## src/rtl/sync_fifo_pkg.sv

```systemverilog
// Shared defaults and parameter legality check for the synchronous FIFO.
package sync_fifo_pkg;

   localparam int DefDataSize = 8;
   localparam int DefAddrSize = 3;

   function automatic bit thresholds_ok(input int addr_size, input int af_th, input int ae_th);
      int depth;
      depth = 1 << addr_size;
      return (af_th >= 1) && (af_th <= depth) && (ae_th >= 0) && (ae_th <= depth - 1);
   endfunction

endpackage

```

## src/rtl/sync_fifo.sv

```systemverilog
// Single-clock FIFO with registered read data, occupancy count, threshold flags
// and sticky overflow/underflow error flags.
module sync_fifo
   import sync_fifo_pkg::*;
#(
   parameter int DataSize      = DefDataSize,
   parameter int AddrSize      = DefAddrSize,
   parameter int AlmostFullTh  = (2**AddrSize) - 2,
   parameter int AlmostEmptyTh = 1
) (
   input  logic                Clk,
   input  logic                Reset,
   input  logic                Clear,
   input  logic                Push,
   input  logic                Pop,
   input  logic [DataSize-1:0] DataIn,
   output logic [DataSize-1:0] DataOut,
   output logic                DataValid,
   output logic                full,
   output logic                empty,
   output logic                AlmostFull,
   output logic                AlmostEmpty,
   output logic [AddrSize:0]   Count,
   output logic                Overflow,
   output logic                Underflow
);

   localparam int Depth = 2**AddrSize;
   typedef logic [AddrSize:0] ptr_t;
   localparam ptr_t DepthCnt = ptr_t'(Depth);
   localparam ptr_t AfTh     = ptr_t'(AlmostFullTh);
   localparam ptr_t AeTh     = ptr_t'(AlmostEmptyTh);

   if (!thresholds_ok(AddrSize, AlmostFullTh, AlmostEmptyTh)) begin : g_bad_threshold
      $error("sync_fifo: illegal AlmostFullTh=%0d / AlmostEmptyTh=%0d for Depth=%0d",
             AlmostFullTh, AlmostEmptyTh, Depth);
   end

   logic [DataSize-1:0] mem_q [Depth];
   ptr_t                wr_ptr_q, wr_ptr_d;
   ptr_t                rd_ptr_q, rd_ptr_d;
   ptr_t                count_q, count_d;
   logic [DataSize-1:0] data_out_q, data_out_d;
   logic                data_valid_q, data_valid_d;
   logic                overflow_q, overflow_d;
   logic                underflow_q, underflow_d;
   logic                push_ok, pop_ok;

   // Flags come only from the registered count, so Push/Pop never reach them combinationally.
   assign full        = (count_q == DepthCnt);
   assign empty       = (count_q == '0);
   assign AlmostFull  = (count_q >= AfTh);
   assign AlmostEmpty = (count_q <= AeTh);

   assign push_ok = Push && !full && !Clear;
   assign pop_ok  = Pop && !empty && !Clear;

   always_comb begin
      // NOTE: every _d gets a default first so no path through this block infers a latch.
      wr_ptr_d     = wr_ptr_q;
      rd_ptr_d     = rd_ptr_q;
      count_d      = count_q;
      data_out_d   = data_out_q;
      data_valid_d = 1'b0;
      overflow_d   = overflow_q;
      underflow_d  = underflow_q;
      if (Clear) begin
         wr_ptr_d    = '0;
         rd_ptr_d    = '0;
         count_d     = '0;
         overflow_d  = 1'b0;
         underflow_d = 1'b0;
      end else begin
         if (push_ok) wr_ptr_d = wr_ptr_q + 1'b1;
         if (pop_ok) begin
            rd_ptr_d     = rd_ptr_q + 1'b1;
            data_out_d   = mem_q[rd_ptr_q[AddrSize-1:0]];
            data_valid_d = 1'b1;
         end
         case ({push_ok, pop_ok})
            2'b10:   count_d = count_q + 1'b1;
            2'b01:   count_d = count_q - 1'b1;
            default: count_d = count_q;
         endcase
         if (Push && full)  overflow_d  = 1'b1;
         if (Pop && empty)  underflow_d = 1'b1;
      end
   end

   always_ff @(posedge Clk or posedge Reset) begin
      if (Reset) begin
         wr_ptr_q     <= '0;
         rd_ptr_q     <= '0;
         count_q      <= '0;
         data_out_q   <= '0;
         data_valid_q <= 1'b0;
         overflow_q   <= 1'b0;
         underflow_q  <= 1'b0;
      end else begin
         wr_ptr_q     <= wr_ptr_d;
         rd_ptr_q     <= rd_ptr_d;
         count_q      <= count_d;
         data_out_q   <= data_out_d;
         data_valid_q <= data_valid_d;
         overflow_q   <= overflow_d;
         underflow_q  <= underflow_d;
      end
   end

   // NOTE: storage has no reset; resetting the pointers and count is enough to discard its contents.
   always_ff @(posedge Clk) begin
      if (push_ok) mem_q[wr_ptr_q[AddrSize-1:0]] <= DataIn;
   end

   assign DataOut   = data_out_q;
   assign DataValid = data_valid_q;
   assign Count     = count_q;
   assign Overflow  = overflow_q;
   assign Underflow = underflow_q;

endmodule

```

## config.mk

```make
export PLATFORM = sky130hd
export DESIGN_NAME = sync_fifo
export DESIGN_NICKNAME = d
export VERILOG_FILES = /design/src/rtl/sync_fifo_pkg.sv /design/src/rtl/sync_fifo.sv
export SDC_FILE = /design/constraint.sdc
export NUM_CORES = 1
export LEC_CHECK = 0
export CAP_MARGIN = 10
export CORE_MARGIN = 2
export CORE_UTILIZATION = 50
export DETAILED_ROUTE_END_ITERATION = 16
export PLACE_DENSITY = 0.75
export SLEW_MARGIN = 20
export SYNTH_ARGS = -nofsm -noshare
export SYNTH_HDL_FRONTEND = slang
export SYNTH_SLANG_ARGS = --single-unit
export TNS_END_PERCENT = 100
```

## constraint.sdc

```tcl
create_clock -name Clk -period 2.5 [get_ports Clk]
set_input_delay 0.375 -clock Clk [delete_from_list [all_inputs] [get_ports Clk]]
set_output_delay 0.375 -clock Clk [all_outputs]
set_load 0.01 [all_outputs]
```

==> flow_summary.toml <==
[clock_tree]
clock_path_buffers = 2
cts_tree = "done"
cts_buffers = 9
htreeDepth = 3
cts.clk_slew.worst_paths_ns = 0.08
clock_latency_ns = 0.35
cts.sink_count = 85
cts-root-buf = "clkbuf_8"
post_cts_buffers = 0

[synthesis]
synth_area_sq_um = 3670
async_reset_ff_share_pct = 24.7
synthFlopType = "edfxtp_1"
avgSynthCellArea_sq_um = 15.1
syn_inst = 243
synth_cell_type_count = 40
yosysSeqAreaShare_pct = 66.7
synth-seq-cells = 85
yosysWarnings = 0
syn-num-nets = 262
synth-edff-count = 64

[placed_design]
port_buffers = 31
place_ws_ns = 0.330
gp_congestion = 0.756
place_hpwl_um = 4300

[flow_run]
max_cap_viol_count = 0

[layout]
nets = 303
diodes = 0
num-fill-cells = 542
syn2layout_area_growth_pct = 17.3
final_core_util_pct = 60.0
layout_commonest_cell = "edfxtp_1"
register_area_sq_um = 2450
multi_input_area_sq_um = 1120
drive_above_1_share_pct = 15.6
layout_common_cells = "edfxtp_1 (64), mux2i_1 (34), clkdlybuf4s50_1 (31)"

[die]
design.die.area_sq_um = 8040
dieHeight_um = 89.7
ios = 32
core_area_sq_um = 7180
initial_core_util_pct = 51.1
rows = 31
chipWidth_um = 89.7

[detailed_routing]
wl_per_cell_um = 16.1
wl_um = 6240
vias = 2095
drtPass1Iterations = 4
drt_iter0_drc = 129
drc_errors = 0
antenna_left = 0
vias_per_cell = 5.40

[timing]
rsz0062_at_grt = "false"
setup_ws_ns = 0.111
worst_pin_slew_ns = 0.772
holdWs_ns = 0.470
period_share_pct = 95.6
fmax_ghz = 0.419
final_max_slew_viol_count = 0
setup_viol = 0
tns_ns = 0
skew_ns = 0.00557
hold_violations = 0
slew_headroom_pct = 48.5
min_period_ns = 2.39

[pwr]
finalPower_w = 0.00386
p_leak_nw = 1.52
p_per_area_nw_per_um2 = 897
peakVddDrop_mv = 0.363

[grt]
grt_antenna_before_repair = 0
grt_overflow = 0
grt_max_degree = 26
grt_pass1_wl_um = 9610
grt_pass1_vias = 1875
grt_usage_pct = 16.4

[setup_path]
critical_path.max_fanout = 9
cp-start-kind = "flip-flop"
critPathKind = "flip-flop to output port"
cp.required_ns = 2.12
cp-end-kind = "output port"
arrival_ns = 2.01

[run_status]
status = "finished clean"

[min_path]
hold_path.class = "input pin to async pin"
through the flow:
step	instances	instance area (sq um)
after floorplan	243	3670
after global placement	372	4120
after detailed placement	372	4120
after CTS	388	4290
after global routing	388	4300
final	388	4300
final timing paths:
check	from	end	slack (ns)	cells after the start
max	Count[1]$_DFFE_PP0P_	empty	0.11	5
min reg2reg	Overflow$_DFFE_PP0P_	Overflow$_DFFE_PP0P_	0.50	2
max reg2reg	Count[1]$_DFFE_PP0P_	mem_q[0][7]$_DFFE_PP_	0.53	7
min in group Clk	Overflow$_DFFE_PP0P_	Overflow$_DFFE_PP0P_	0.50	2
min	Reset	DataOut[2]$_DFFE_PP0P_	0.47	2
max in group asynchronous	Reset	Underflow$_DFFE_PP0P_	1.55	2
worst max-delay path, stage by stage, from the launching register on:
cell	delay, ns
dfrtp_1	0.39
inv_2	0.09
ha_4	0.18
or3b_4	0.40
inv_1	0.08
clkdlybuf4s50_1	0.53
repair_timing:
action	CTS	global route
gates resized for setup	1	3
endpoints found under the setup margin	1	1
pin swaps	0	1
hold buffers	0	0
endpoints found under the hold margin	0	0
Yosys cell counts, drive strengths merged, types with 6 or more instances:
library cell	n	area share, %
a21oi	6	0.82
a221oi	8	1.9
a22o	8	1.9
buf	10	2.1
dfrtp	21	14
edfxtp	64	52
ha	6	2.0
inv	6	0.61
mux2	9	3.6
mux2i	34	9.3
nor2	17	1.7
sequential cells by signal, summed over array words and instances, names as in the netlist:
signal / flops
Count: 4
DataValid: 1
Underflow: 1
DataOut: 8
Overflow: 1
wr_ptr_q: 3
rd_ptr_q: 3
mem_q: 64
logic make-up after synthesis:
logic type | Yosys count | synth area share [%]
AOI/OAI and AO/OA | 32 | 6.41
xor gates and xnor gates | 6 | 1.43
adders and majority gates | 6 | 2.05
buffers and inverters | 21 | 3.27
DFF | 85 | 66.7
muxes | 43 | 12.9
and+or+nand+nor | 50 | 7.30
power breakdown:
part / total, W / internal, W / switching, W
Clock: 0.000856 / 0.000368 / 0.000488
Sequential: 0.00175 / 0.00166 / 0.0000938
Combinational: 0.00125 / 0.000689 / 0.000562
routing by layer:
layer | share of wire [%] | track usage (%) | vias up
met2 | 44 | 23.9 | 74
li1 | - | - | 997
met5 | 0 | 0 | -
met1 | 49 | 23.4 | 1015
met4 | 1.8 | 7.46 | 0
met3 | 5.1 | 3.84 | 9
cell type report:
type,instances,share of cell area (%)
well taps,99,2.88
repair buffers,45,9.65
multi-input cells,137,26.0
clock inverters,6,1.08
flip-flops and latches,85,56.9
clock buffers,10,2.97
inverters,6,0.523
(Power assumes the default switching activity.)
